==> config.mk <==
export PLATFORM = sky130hd
export DESIGN_NAME = dsp_mac_sequencer
export DESIGN_NICKNAME = d
export VERILOG_FILES = /design/src/rtl/dsp_mac_pkg.sv /design/src/rtl/dsp_mac_pipe_tracker.sv /design/src/rtl/dsp_mac_sequencer.sv
export SDC_FILE = /design/constraint.sdc
export NUM_CORES = 1
export LEC_CHECK = 0
export ABC_AREA = 1
export CORE_ASPECT_RATIO = 1.4
export CORE_UTILIZATION = 39
export CTS_CLUSTER_DIAMETER = 80
export DETAILED_ROUTE_END_ITERATION = 6
export MAX_ROUTING_LAYER = met4
export PLACE_DENSITY = 0.8
export SYNTH_ARGS = -nofsm -noshare
export SYNTH_HDL_FRONTEND = slang
export SYNTH_SLANG_ARGS = --single-unit
==> constraint.sdc <==
create_clock -name i_clk -period 1.85 [get_ports i_clk]
set_input_delay 0.185 -clock i_clk [delete_from_list [all_inputs] [get_ports i_clk]]
set_output_delay 0.185 -clock i_clk [all_outputs]
set_load 0.01 [all_outputs]
==> src/rtl/dsp_mac_pkg.sv <==
// Shared constants for the DSP48A1 MAC sequencer: OPMODE codes, FSM states, datapath widths.
package dsp_mac_pkg;
  localparam int A_W  = 18;
  localparam int P_W  = 48;
  localparam int OP_W = 8;

  // X mux in bits 1:0, Z mux in bits 3:2; upper nibble stays zero (no pre-add, no carry, add)
  localparam logic [OP_W-1:0] OP_HOLD_ZERO = 8'h00;
  localparam logic [OP_W-1:0] OP_FIRST     = 8'h01;
  localparam logic [OP_W-1:0] OP_HOLD      = 8'h08;
  localparam logic [OP_W-1:0] OP_ACC       = 8'h09;
  localparam logic [OP_W-1:0] OP_FIRST_C   = 8'h0D;

  typedef enum logic [1:0] {IDLE, ACC, DRAIN, DONE} state_e;
endpackage

==> src/rtl/dsp_mac_pipe_tracker.sv <==
// Beat counter for the active command plus the drain counter that waits out the slice pipeline.
module dsp_mac_pipe_tracker #(
  parameter int LEN_W    = 8,
  parameter int PIPE_LAT = 3
) (
  input  logic             i_clk,
  input  logic             i_rst,
  input  logic             i_load,
  input  logic [LEN_W-1:0] i_len,
  input  logic             i_beat,
  input  logic             i_drain,
  output logic             o_beats_left,
  output logic             o_last_beat,
  output logic             o_drain_done
);
  localparam int DW = $clog2(PIPE_LAT + 1);

  logic [LEN_W-1:0] r_remain;
  logic [DW-1:0]    r_drain_cnt;

  always_ff @(posedge i_clk) begin
    if (i_rst) begin
      r_remain    <= '0;
      r_drain_cnt <= '0;
    end else begin
      if (i_load)
        r_remain <= i_len;
      else if (i_beat && (r_remain != '0))
        r_remain <= r_remain - LEN_W'(1);
      if (!i_drain)
        r_drain_cnt <= '0;
      else if (!o_drain_done)
        r_drain_cnt <= r_drain_cnt + DW'(1);
    end
  end

  assign o_beats_left = (r_remain != '0);
  assign o_last_beat  = i_beat && (r_remain == LEN_W'(1));
  // First DRAIN cycle has the last operand on dsp_a/b; P is final PIPE_LAT cycles later.
  assign o_drain_done = i_drain && (r_drain_cnt == DW'(PIPE_LAT));
endmodule

==> src/rtl/dsp_mac_sequencer.sv <==
// Sequences one DSP48A1 slice as a MAC engine: command -> operand beats -> drain -> result P.
// Optional MAC_ROUND_EN: C carries the rounding constant and r_data = P >>> RND_SH.
module dsp_mac_sequencer
  import dsp_mac_pkg::*;
#(
  parameter int LEN_W    = 8,
  parameter int PIPE_LAT = 3,
  parameter int RND_SH   = 8
) (
  input  logic                  i_clk,
  input  logic                  i_rst,
  input  logic                  i_cmd_valid,
  input  logic [LEN_W-1:0]      i_cmd_len,
  output logic                  o_cmd_ready,
  input  logic                  i_s_valid,
  input  logic signed [A_W-1:0] i_s_a,
  input  logic signed [A_W-1:0] i_s_b,
  output logic                  o_s_ready,
  output logic                  o_r_valid,
  output logic signed [P_W-1:0] o_r_data,
  input  logic                  i_r_ready,
  output logic signed [A_W-1:0] o_dsp_a,
  output logic signed [A_W-1:0] o_dsp_b,
  output logic [P_W-1:0]        o_dsp_c,
  output logic [OP_W-1:0]       o_dsp_opmode,
  input  logic signed [P_W-1:0] i_dsp_p
);
`ifdef MAC_ROUND_EN
  localparam logic [OP_W-1:0] OP_START = OP_FIRST_C;
  localparam logic [P_W-1:0]  C_CONST  = P_W'(1) << (RND_SH - 1);
`else
  localparam logic [OP_W-1:0] OP_START = OP_FIRST;
  localparam logic [P_W-1:0]  C_CONST  = '0;
`endif

  state_e                r_state, w_next;
  logic                  w_cmd_acc, w_beat, w_in_drain;
  logic                  w_beats_left, w_last_beat, w_drain_done;
  logic                  r_first;
  logic [OP_W-1:0]       w_op, r_op_pend, r_opmode;
  logic signed [A_W-1:0] r_a, r_b;
  logic [P_W-1:0]        r_c;
  logic                  r_rvalid;
  logic signed [P_W-1:0] r_rdata, w_res;

`ifdef MAC_ROUND_EN
  assign w_res = i_dsp_p >>> RND_SH;
`else
  assign w_res = i_dsp_p;
`endif

  assign o_cmd_ready = (r_state == IDLE);
  assign o_s_ready   = (r_state == ACC) && w_beats_left;
  assign w_cmd_acc   = i_cmd_valid && o_cmd_ready;
  assign w_beat      = i_s_valid && o_s_ready;
  assign w_in_drain  = (r_state == DRAIN);

  dsp_mac_pipe_tracker #(.LEN_W(LEN_W), .PIPE_LAT(PIPE_LAT)) u_trk (
    .i_clk        (i_clk),
    .i_rst        (i_rst),
    .i_load       (w_cmd_acc),
    .i_len        (i_cmd_len),
    .i_beat       (w_beat),
    .i_drain      (w_in_drain),
    .o_beats_left (w_beats_left),
    .o_last_beat  (w_last_beat),
    .o_drain_done (w_drain_done)
  );

  always_comb begin
    w_next = r_state;
    w_op   = OP_HOLD_ZERO;
    case (r_state)
      IDLE:    if (w_cmd_acc) w_next = (i_cmd_len == '0) ? DONE : ACC;
      ACC:     if (w_last_beat) w_next = DRAIN;
      DRAIN:   if (w_drain_done) w_next = DONE;
      DONE:    if (i_r_ready) w_next = IDLE;
      default: w_next = IDLE;
    endcase
    // Bubbles and the drain keep P with X=0 so the repeated operand product is discarded.
    if (w_beat)
      w_op = r_first ? OP_START : OP_ACC;
    else if ((r_state == ACC) || (r_state == DRAIN))
      w_op = OP_HOLD;
  end

  always_ff @(posedge i_clk) begin
    if (i_rst) begin
      r_state   <= IDLE;
      r_first   <= 1'b0;
      r_op_pend <= OP_HOLD_ZERO;
      r_opmode  <= OP_HOLD_ZERO;
      r_a       <= '0;
      r_b       <= '0;
      r_c       <= '0;
      r_rvalid  <= 1'b0;
      r_rdata   <= '0;
    end else begin
      r_state <= w_next;
      // Two-stage opmode path lines the code up with M at the slice post-adder.
      r_op_pend <= w_op;
      r_opmode  <= r_op_pend;
      r_c       <= C_CONST;
      if (w_cmd_acc)
        r_first <= 1'b1;
      else if (w_beat)
        r_first <= 1'b0;
      if (w_beat) begin
        r_a <= i_s_a;
        r_b <= i_s_b;
      end
      if (w_cmd_acc && (i_cmd_len == '0)) begin
        r_rvalid <= 1'b1;
        r_rdata  <= '0;
      end else if (w_drain_done) begin
        r_rvalid <= 1'b1;
        r_rdata  <= w_res;
      end else if ((r_state == DONE) && i_r_ready) begin
        r_rvalid <= 1'b0;
      end
    end
  end

  assign o_dsp_a      = r_a;
  assign o_dsp_b      = r_b;
  assign o_dsp_c      = r_c;
  assign o_dsp_opmode = r_opmode;
  assign o_r_valid    = r_rvalid;
  assign o_r_data     = r_rdata;
endmodule
==> summary.txt, run 1 <==
Logic synthesis
  – Post-Synthesis Cell Area: 0.00447 mm^2
  – Seq/Total Area, Yosys: between 40 and 50%
  – Synthesized instance count: 582
  – Flip-flop and latch count after synthesis: 102
  – Synth warn: 0
  – Count of unique library cells instantiated by Yosys: 31
  – Post-Syn Area per Cell: 7.69 um^2

Setup path
  – Delay of the slowest cell on the worst path: between 0.5 and 0.6 ns
  – Critical Path Start Type: flop
  – Startpoint of the worst setup timing path: r_state[0]$_SDFFE_PP0P_
  – Worst setup path class: flop to primary output
  – Depth of the worst register-to-register path: 8
  – Setup slack of the worst register-to-register path: about 0.21 ns
  – CP Data Required Time: 1.66 ns
  – Critical register-to-register path startpoint: r_state[0]$_SDFFE_PP0P_
  – Crit end category: primary output
  – Slowest library cell on the worst path: clkdlybuf4s50_1
  – Critical-path maximum fanout: 4
  – Ordered cell list for the critical path: inv_1, ha_1, clkdlybuf4s50_1
  – Worst EP arrival: 1.57 ns

Place
  – Buffers added on ports: 185
  – # placed instances: 886
  – Detailed placement HPWL: 8550 um
  – Placer's final routability congestion estimate: 0.868

Die
  – Die Span X: 92.5 um
  – Vert. Die Dim: 129 um
  – Die outline area: 0.0119 mm^2
  – Effective utilization at floorplan: 40.8%
  – Count of pins on the block boundary: 240
  – Core area: 0.0110 mm^2
  – Placement Rows: 45

Cells and area
  – Filler instances: 984
  – Fraction of final layout cells with drive strength greater than 1: 5.13%
  – Most frequent standard cell in the layout excluding fill and tap cells: clkdlybuf4s50_1
  – Final core area utilization: 59.7%
  – Leading cell types in the layout, fill and taps excluded: clkdlybuf4s50_1 (184), nand2_1 (157), dfxtp_1 (102)
  – Number of cells in the finished layout apart from fillers: 902
  – Final net count: 862
  – Synthesis-to-layout area growth: 46.5%

Power and ir drop
  – Switching power total: 2.11 mW
  – Leak Pwr: 2.46 nW
  – Switching part of the total power: 32.3%
  – Peak supply drop: 0.532 mV
  – Share of power burned in combinational logic: 32.1%
  – Pwr dens: ~1000 mW/mm^2
  – Internal Power: 4.43 mW
  – Total chip power: about 6.5 mW
  – Fraction of power consumed by the clock network: between 20% and 30%
  – Sequential Power Share: 39.4%

Detailed routing
  – Number of vias in the routed layout: 4263
  – Final routed DRC violation total: 0
  – Number of DRC markers in iteration 0: 101
  – DR WL/cell: 13.0 um
  – Final Routed Wirelength: about 12000 um
  – Antenna violation net count after detailed routing: 0
  – Number of search-and-repair iterations in the first detailed-routing pass: 4
  – Post-DR vias/cell: 4.73

Clocking
  – Deepest level of the CTS H-tree: 3
  – Count of clock tree sinks: approximately 100
  – Register clock-pin slew on the reported worst setup and hold paths: about 0.07 ns
  – Root Buffer Master: clkbuf_16
  – Clock latency on the worst-skew pair: 0.34 ns
  – Total setup buffers inserted after CTS: 0
  – Maximum buffer depth of the clock tree: 2
  – TritonCTS clock tree: built
  – Number of buffers created by CTS: 9

Global routing
  – Total congestion overflow after global routing: 0
  – Maximum number of pins on one net before global-route repair: 51
  – Initial antenna violation count: 1
  – Vias in the first global route: 4099
  – Wire length of the first global-routing pass: 18700 um
  – Gr usage total: a little over 20%

Run
  – Number of maximum-capacitance constraint violations: 0

Timing
  – Final critical-path share of the clock period: 94.7%
  – Final setup TNS: 0 ns
  – Final max-slew violation count: 0
  – Final hold vios: 0
  – Max Fclk: 571 MHz
  – Final min period: 1.75 ns
  – Worst setup skew after layout: roughly 0.009 ns
  – Setup repair after global routing missed its margin: false
  – Final setup vio count: 0

Min path
  – Worst Hold Launch: i_dsp_p[47]
  – Class of the tightest hold or removal check: primary input to flop
  – Worst hold stages: 3

Outcome
  – Run status: completed
cells in the mapped netlist, drive strengths merged:
cell type / instances / area [um^2]
clkbuf: 14 / 52.6
xnor2: 1 / 8.76
nand4: 3 / 18.8
xor2: 3 / 26.3
dfxtp: 102 / 2040
a21oi: 99 / 495
conb: 1 / 3.75
o211ai: 1 / 7.51
o21ai: 8 / 40.0
inv: 29 / 109
o22ai: 1 / 6.26
ha: 9 / 113
buf: 72 / 529
or2: 1 / 6.26
a31oi: 1 / 6.26
nand2: 160 / 613
nor2: 28 / 115
a21boi: 1 / 18.8
mux2i: 1 / 10.0
nand3: 47 / 253
power by group through the flow:
stage	logic [mW]	clock network (mW)	registers, mW
2_1_floorplan	1.40	0	2.66
3_3_place_gp	2.04	0	2.61
3_5_place_dp	2.09	0	2.62
4_1_cts	2.09	1.91	2.57
5_1_grt	2.32	2.02	2.61
6_report	2.10	1.86	2.58
per-stage QoR:
step           instance area, um^2  worst slack (ns)  hold WS [ns]
2_1_floorplan                 4670             0.292         0.332
3_3_place_gp                  6260             0.169         0.398
3_5_place_dp                  6260             0.136         0.401
4_1_cts                       6550            0.0346         0.386
5_1_grt                       6560            0.0161         0.408
6_report                      6560            0.0981         0.395
per-layer routing:
metal / GRT usage [%] / wire (um)
met2: 35.3 / 6000
met4: 11.6 / 495
met1: 21.3 / 4440
met3: 4.08 / 776
met5: - / 0
flip-flops by register name (all words and copies together), names as in the netlist:
register           flops
r_op_pend              2
o_dsp_a               18
u_trk.r_remain         8
u_trk.r_drain_cnt      2
o_dsp_b               18
o_dsp_opmode           2
o_r_valid              1
o_r_data              48
r_first                1
r_state                2
logic make-up after synthesis:
| family | after synthesis | synth area share, % |
|---|---|---|
| AOI/OAI and AO/OA | 111 | 12.8 |
| muxes | 1 | 0.224 |
| other | 1 | 0.0838 |
| DFF | 102 | 45.6 |
| xor gates and xnor gates | 4 | 0.783 |
| and+or+nand+nor | 239 | 22.5 |
| adders and majority gates | 9 | 2.52 |
| buffers and inverters | 115 | 15.4 |
what timing repair did:
action                                  4_1_cts  5_1_grt
endpoints found under the setup margin        1        4
gates resized for setup                       1        3
hold buffers                                  0        0
cloned                                        0        0
pin swaps                                     0        0
area by class of cell:
cell class | count | area (um^2) | share of cell area [%]
flip-flops and latches | 102 | 2040 | 31.1
diodes | 1 | 2.50 | 0.0382
multi-input cells | 418 | 1940 | 29.6
well taps | 141 | 176 | 2.69
repair buffers | 196 | 2000 | 30.4
inverters | 29 | 109 | 1.66
clock inverters | 4 | 47.5 | 0.725
clock buffers | 11 | 243 | 3.70
final timing paths:
kind | to
worst min register to register | o_dsp_opmode[0]$_SDFF_PP0_
worst max-delay path | o_cmd_ready
worst min-delay path | o_r_data[47]$_SDFFE_PP0P_
worst max register to register | u_trk.r_remain[1]$_SDFFE_PP0P_
critical path, delay by kind of cell (launching register included):
kind / cells / cell delay [ns]
buf+inv: 2 / 0.66
flops: 1 / 0.34
fa+ha+maj: 1 / 0.22
Note: power is estimated with default switching activity, not from simulation.
==> run 2: changes to the inputs <==
ABC_CLOCK_PERIOD_IN_PS = 1850   (was not set)
CORE_UTILIZATION = 40   (was 39)
CTS_BUF_LIST = sky130_fd_sc_hd__clkbuf_4 sky130_fd_sc_hd__clkbuf_8   (was not set)
CTS_CLUSTER_SIZE = 16   (was not set)
PLACE_DENSITY = 0.82   (was 0.8)
==> run 2 against run 1 <==
  * First-iteration DRC count rose by 69%
  * Critical endpoint is now o_s_ready
  * Combinational power barely moved
  * Clock power fell by 23%
  * Wire length rose by 1.5%
  * Non-clock buffer count fell by 1
  * Critical path type unchanged
  * Via count rose by 0.28%
  * Sequential power barely moved
==> summary.txt, run 2 (synthesis results as in run 1) <==
Timing
  – Worst setup skew after layout: roughly 0.0065 ns
  – Setup repair after global routing missed its margin: false
  – Final min period: 1.70 ns
  – Setup ws final: 0.151 ns
  – Final setup TNS: 0 ns
  – Final max-slew violation count: 0
  – Max Fclk: 588 MHz
  – Final hold vios: 0
  – Final critical-path share of the clock period: between 90% and 100%
  – Final setup vio count: 0

Setup path
  – Critical Path Start Type: flop
  – CP Data Required Time: 1.66 ns
  – Critical-path maximum fanout: 4
  – Crit end category: primary output
  – Worst EP arrival: 1.51 ns
  – Worst setup path class: flop to primary output

Detailed routing
  – Post-DR vias/cell: 4.74
  – Final Routed Wirelength: 11900 um
  – Number of search-and-repair iterations in the first detailed-routing pass: 4
  – Number of vias in the routed layout: 4275
  – DR WL/cell: 13.2 um
  – Antenna violation net count after detailed routing: 0
  – Number of DRC markers in iteration 0: 171
  – Final routed DRC violation total: 0

Global routing
  – Gr usage total: 21.6%
  – Initial antenna violation count: 0
  – Maximum number of pins on one net before global-route repair: about 50
  – Total congestion overflow after global routing: 0
  – Vias in the first global route: 4183
  – Wire length of the first global-routing pass: 19600 um

Clocking
  – Total setup buffers inserted after CTS: 0
  – Clock latency on the worst-skew pair: 0.37 ns
  – Register clock-pin slew on the reported worst setup and hold paths: 0.10 ns
  – Deepest level of the CTS H-tree: 3
  – Maximum buffer depth of the clock tree: 2
  – TritonCTS clock tree: built
  – Root Buffer Master: clkbuf_8
  – Count of hold buffers inserted by post-cts repair: 0
  – Number of buffers created by CTS: 9
  – Count of clock tree sinks: between 100 and 150

Power and ir drop
  – Leak Pwr: approximately 2.4 nW
  – Pwr dens: 949 mW/mm^2
  – Peak supply drop: 0.587 mV

Cells and area
  – Most frequent standard cell in the layout excluding fill and tap cells: clkdlybuf4s50_1
  – Leading cell types in the layout, fill and taps excluded: clkdlybuf4s50_1 (183), nand2_1 (157), dfxtp_1 (102)
  – Final net count: roughly 860
  – # diodes: 0
  – Fraction of final layout cells with drive strength greater than 1: 5.26%
  – Final standard cell area without fillers: approximately 0.0064 mm^2
  – Flip-flop count of the largest register after layout: 48
  – Synthesis-to-layout area growth: 44.0%

Outcome
  – Run status: completed

Run
  – Number of maximum-capacitance constraint violations: 0

Die
  – Effective utilization at floorplan: between 40% and 50%
  – Placement Rows: 45
  – Vert. Die Dim: between 100 and 150 um
  – Count of pins on the block boundary: 240
  – Die Span X: about 91 um
  – Core area: 0.0109 mm^2
  – Die outline area: 0.0116 mm^2

Place
  – Placer's final routability congestion estimate: 0.867
  – Buffers added on ports: 185
  – Detailed placement HPWL: 8770 um
  – Post-place setup slack: 0.143 ns
  – Instance area at placement: 0.00624 mm^2

Min path
  – Class of the tightest hold or removal check: primary input to flop
run 2: layer usage:
metal	global-route usage, %	vias up	wire [um]
li1	-	2103	-
met1	22.9	1957	4360
met2	38.1	187	6370
met3	5.06	28	750
met4	9.71	0	386
met5	-	-	0
run 2: timing repair:
| item | CTS | global route |
|---|---|---|
| setup endpoints to repair | 2 | 3 |
| pin swaps | 0 | 0 |
| endpoints found under the hold margin | 0 | 0 |
| gates resized for setup | 3 | 2 |
run 2: power breakdown:
part / internal [mW] / total (mW) / switching, mW
clock: 0.653 / 1.44 / 0.788
sequential: 2.42 / 2.59 / 0.165
combinational: 0.917 / 2.09 / 1.17
run 2: per-stage QoR:
| stage | std cells | util, % | power [mW] | hold WS (ns) |
|---|---|---|---|---|
| floorplan | 635 | - | 4.05 | 0.332 |
| global placement | 885 | 57.5 | 4.64 | 0.396 |
| detailed placement | 885 | 57.5 | 4.72 | 0.400 |
| CTS | 901 | 59.3 | 6.15 | 0.354 |
| global route | 901 | 59.3 | 6.51 | 0.362 |
| finish | 901 | 59.3 | 6.11 | 0.372 |
run 2: worst max-delay path, stage by stage (launching register included):
cell and delay [ns]:
dfxtp_1 0.37, inv_1 0.09, ha_1 0.20, inv_1 0.10
nor2_4 0.06, a21boi_4 0.16, clkbuf_2 0.17
run 2: area by class of cell:
cell class                 count  area [um^2]
fill                         974         4420
sequential                   102         2040
timing repair buffer         195         1970
multi-input combinational    418         1940
tap                          141          176
clock buffer                  10          131
inverter                      29          109
clock inverter                 6         70.1
run 2: final timing paths:
path                                   from                        endpoint  slack [ns]  depth (start not counted)
max          u_trk.r_remain[0]$_SDFFE_PP0P_                       o_s_ready        0.15                          6
min                             i_dsp_p[45]       o_r_data[45]$_SDFFE_PP0P_        0.37                          3
max reg2reg         r_state[0]$_SDFFE_PP0P_  u_trk.r_remain[1]$_SDFFE_PP0P_        0.21                          8
min reg2reg         r_op_pend[3]$_SDFF_PP0_      o_dsp_opmode[3]$_SDFF_PP0_        0.41                          2
==> run 3: changes to the inputs <==
CORE_UTILIZATION = 41   (was 40)
PLACE_DENSITY = 0.83   (was 0.82)
SLEW_MARGIN = 20   (was not set)
SYNTH_HIERARCHICAL = 1   (was not set)
==> run 3 against run 2 <==
  * Worst hold slack lost 0.017 ns
  * Total power grew 5.8%
  * Sequential power is essentially flat
  * Largest power group unchanged
  * Critical path depth grew 12
  * Global-route usage shrank 0.92 points
  * Clock power is essentially flat
  * Critical endpoint is now r_state[1]$_SDFFE_PP0P_
  * Highest routed layer unchanged
  * Combinational power grew 16%
  * Design area grew 2.9%
  * Via count shrank 5.0%
==> summary.txt, run 3 <==
Outcome
  – Run status: completed

Power and ir drop
  – Fraction of power consumed by the clock network: 22.8%
  – Sequential Power Share: 39.8%
  – Switching power total: 2.24 mW
  – Peak supply drop: approximately 0.67 mV
  – Internal Power: 4.22 mW
  – Share of power burned in combinational logic: 37.4%
  – Pwr dens: 975 mW/mm^2
  – Switching part of the total power: 34.7%
  – Leak Pwr: 2.55 nW
  – Total chip power: 6.46 mW

Logic synthesis
  – Post-synth top cells: nand2_1 (127), dfxtp_1 (102), nor2_1 (74), buf_4 (59), mux2i_1 (48)
  – Flip-flop and latch count after synthesis: approximately 100
  – Portion of synthesized cell area occupied by the leading cell type: 44.8%
  – Seq/Total Area, Yosys: about 45%
  – Ys flop type: dfxtp_1
  – Post-Synthesis Cell Area: 0.00456 mm^2
  – Post-Syn Area per Cell: about 8.3 um^2
  – Synth warn: 6
  – Share of flip-flops with an asynchronous set or reset after synthesis: 0%
  – Dominant cell by count in the synthesized netlist: nand2_1
  – Number of enable flip-flop cells after synthesis: 0
  – Synthesized instance count: 551
  – Cell taking the most area after synthesis: dfxtp_1
  – Count of unique library cells instantiated by Yosys: 27
  – Leading cell types by total area after synthesis: dfxtp_1 (45%), mux2i_1 (11%), nand2_1 (10%), buf_4 (9.7%), nor2_1 (6.1%)

Setup path
  – Slowest library cell on the worst path: dfxtp_4
  – Critical Path Start Type: flop
  – Worst setup path class: flop to flop
  – Depth of the worst register-to-register path: 18
  – Worst EP arrival: 2.06 ns
  – Ordered cell list for the critical path: inv_4, ha_4, nand2_4, inv_2, nand2_4, nand2_2, inv_2, nand2_2, inv_2, nand3_2, nor2_2, inv_1, nand2_1, nand2_1, nor2_2, nand2_1, nor2_1, nor2_1
  – CP Data Required Time: ~2.1 ns
  – Critical-path maximum fanout: 4
  – Setup slack of the worst register-to-register path: ~0.057 ns
  – Crit end category: flop
  – Delay of the slowest cell on the worst path: 0.38 ns

Clocking
  – Count of clock tree sinks: just over 100
  – Deepest level of the CTS H-tree: 3
  – Root Buffer Master: clkbuf_8
  – Count of hold buffers inserted by post-cts repair: 0
  – Register clock-pin slew on the reported worst setup and hold paths: 0.09 ns
  – Clock latency on the worst-skew pair: roughly 0.38 ns
  – Number of buffers created by CTS: 9
  – Maximum buffer depth of the clock tree: 2
  – TritonCTS clock tree: built

Cells and area
  – # diodes: 0
  – Most frequent standard cell in the layout excluding fill and tap cells: clkdlybuf4s50_1
  – Leading cell types in the layout, fill and taps excluded: clkdlybuf4s50_1 (183), nand2_1 (125), dfxtp_1 (98)
  – Synthesis-to-layout area growth: 45.3%
  – Final net count: 844
  – Final core area utilization: 61.3%
  – Filler instances: 888
  – Flip-flop count of the largest register after layout: 48
  – Fraction of final layout cells with drive strength greater than 1: 8.34%
  – Number of cells in the finished layout apart from fillers: 884

Place
  – Post-place setup slack: 0.0297 ns
  – Buffers added on ports: 185
  – Placer's final routability congestion estimate: 0.876
  – Detailed placement HPWL: 8650 um
  – # placed instances: 864

Min path
  – Class of the tightest hold or removal check: primary input to flop
  – Worst hold stages: 3

Detailed routing
  – Final routed DRC violation total: 0
  – Post-DR vias/cell: approximately 4.6
  – Number of vias in the routed layout: 4062
  – DR WL/cell: 12.9 um
  – Number of DRC markers in iteration 0: 144
  – Antenna violation net count after detailed routing: 0
  – Number of search-and-repair iterations in the first detailed-routing pass: 4
  – Final Routed Wirelength: between 10000 and 15000 um

Run
  – Number of maximum-capacitance constraint violations: 0

Timing
  – Max Fclk: 558 MHz
  – Worst setup skew after layout: 0.0116 ns
  – Final hold vios: 0
  – Final critical-path share of the clock period: 96.9%
  – Final max-slew violation count: 0
  – Setup repair after global routing missed its margin: true
  – Final setup vio count: 0
  – Final min period: between 1.5 and 2 ns
  – Setup ws final: between 0.05 and 0.06 ns

Die
  – Die outline area: 0.0116 mm^2
  – Die Span X: 91.1 um
  – Placement Rows: 45
  – Effective utilization at floorplan: between 40% and 50%
  – Count of pins on the block boundary: 240
  – Core area: 0.0108 mm^2
  – Vert. Die Dim: 127 um

Global routing
  – Wire length of the first global-routing pass: around 18000 um
  – Total congestion overflow after global routing: 0
  – Vias in the first global route: 4037
  – Gr usage total: 20.7%
  – Initial antenna violation count: 0
  – Maximum number of pins on one net before global-route repair: 49
## run 3: path summary, 6_finish.rpt
| check | start | to |
|---|---|---|
| setup / recovery | u_trk/r_remain[1]$_SDFFE_PP0P_ | r_state[1]$_SDFFE_PP0P_ |
| hold / removal | i_s_a[8] | o_dsp_a[8]$_SDFFE_PP0P_ |
| setup reg to reg | u_trk/r_remain[1]$_SDFFE_PP0P_ | r_state[1]$_SDFFE_PP0P_ |
| hold reg to reg | r_op_pend[3]$_SDFF_PP0_ | o_dsp_opmode[3]$_SDFF_PP0_ |
## run 3: critical path: cells and delay by family (launching register included)
kind / cells / cell delay, ns
buffers and inverters: 5 / 0.26
AND/OR/NAND/NOR: 12 / 0.90
flip-flops: 1 / 0.38
adder cells (fa/ha/maj): 1 / 0.16
## run 3: metrics by stage
stage / hold WS (ns) / instance area [um^2] / setup TNS, ns
after floorplan: 0.247 / 4790 / 0
after global placement: 0.392 / 6370 / 0
after detailed placement: 0.394 / 6370 / 0
after CTS: 0.338 / 6580 / 0
after global routing: 0.368 / 6630 / -0.103
final: 0.355 / 6630 / 0
## run 3: layer usage
metal  global-route usage [%]  share of wire [%]  vias to the layer above
li1                         -                  -                     2003
met1                     20.9                 37                     1795
met2                     37.0                 52                      220
met3                     3.48                6.3                       44
met4                     13.0                4.4                        0
met5                        -                  0                        -
## run 3: power groups by stage
stage	Combinational [mW]	Sequential, mW	Clock, mW
after detailed placement	2.30	2.61	0
after CTS	2.31	2.57	1.52
after floorplan	1.52	2.65	0
after global placement	2.22	2.60	0
final	2.42	2.57	1.47
after global routing	2.66	2.60	1.61
## run 3: final cells by class
cell class,instances,area [um^2],share of cell area [%]
Tap cell,141,176,2.66
Inverter,31,126,1.91
Multi-Input combinational cell,392,2050,30.9
Sequential cell,102,2050,30.9
Timing Repair Buffer,202,2020,30.5
Clock buffer,12,159,2.40
Clock inverter,4,52.6,0.793
## run 3: cell families (layout without fill, tap and decap cells)
logic type / Yosys count / count (layout) / synth area share (%)
flip-flops: 102 / 102 / 44.8
AND/OR/NAND/NOR: 229 / 229 / 20.8
AO/OA/AOI/OAI: 50 / 50 / 5.49
adder cells (fa/ha/maj): 9 / 9 / 2.47
buffers and inverters: 110 / 249 / 15.4
other: 1 / 54 / 0.0822
XOR/XNOR: 2 / 2 / 0.384
multiplexers: 48 / 48 / 10.5
## run 3: repair_timing
action                                  4_1_cts  5_1_grt
buffers inserted                              0        4
pin swaps                                     0       10
gates resized for setup                       1        8
hold endpoints to repair                      0        0
endpoints found under the setup margin        1        6
gates cloned                                  0        0
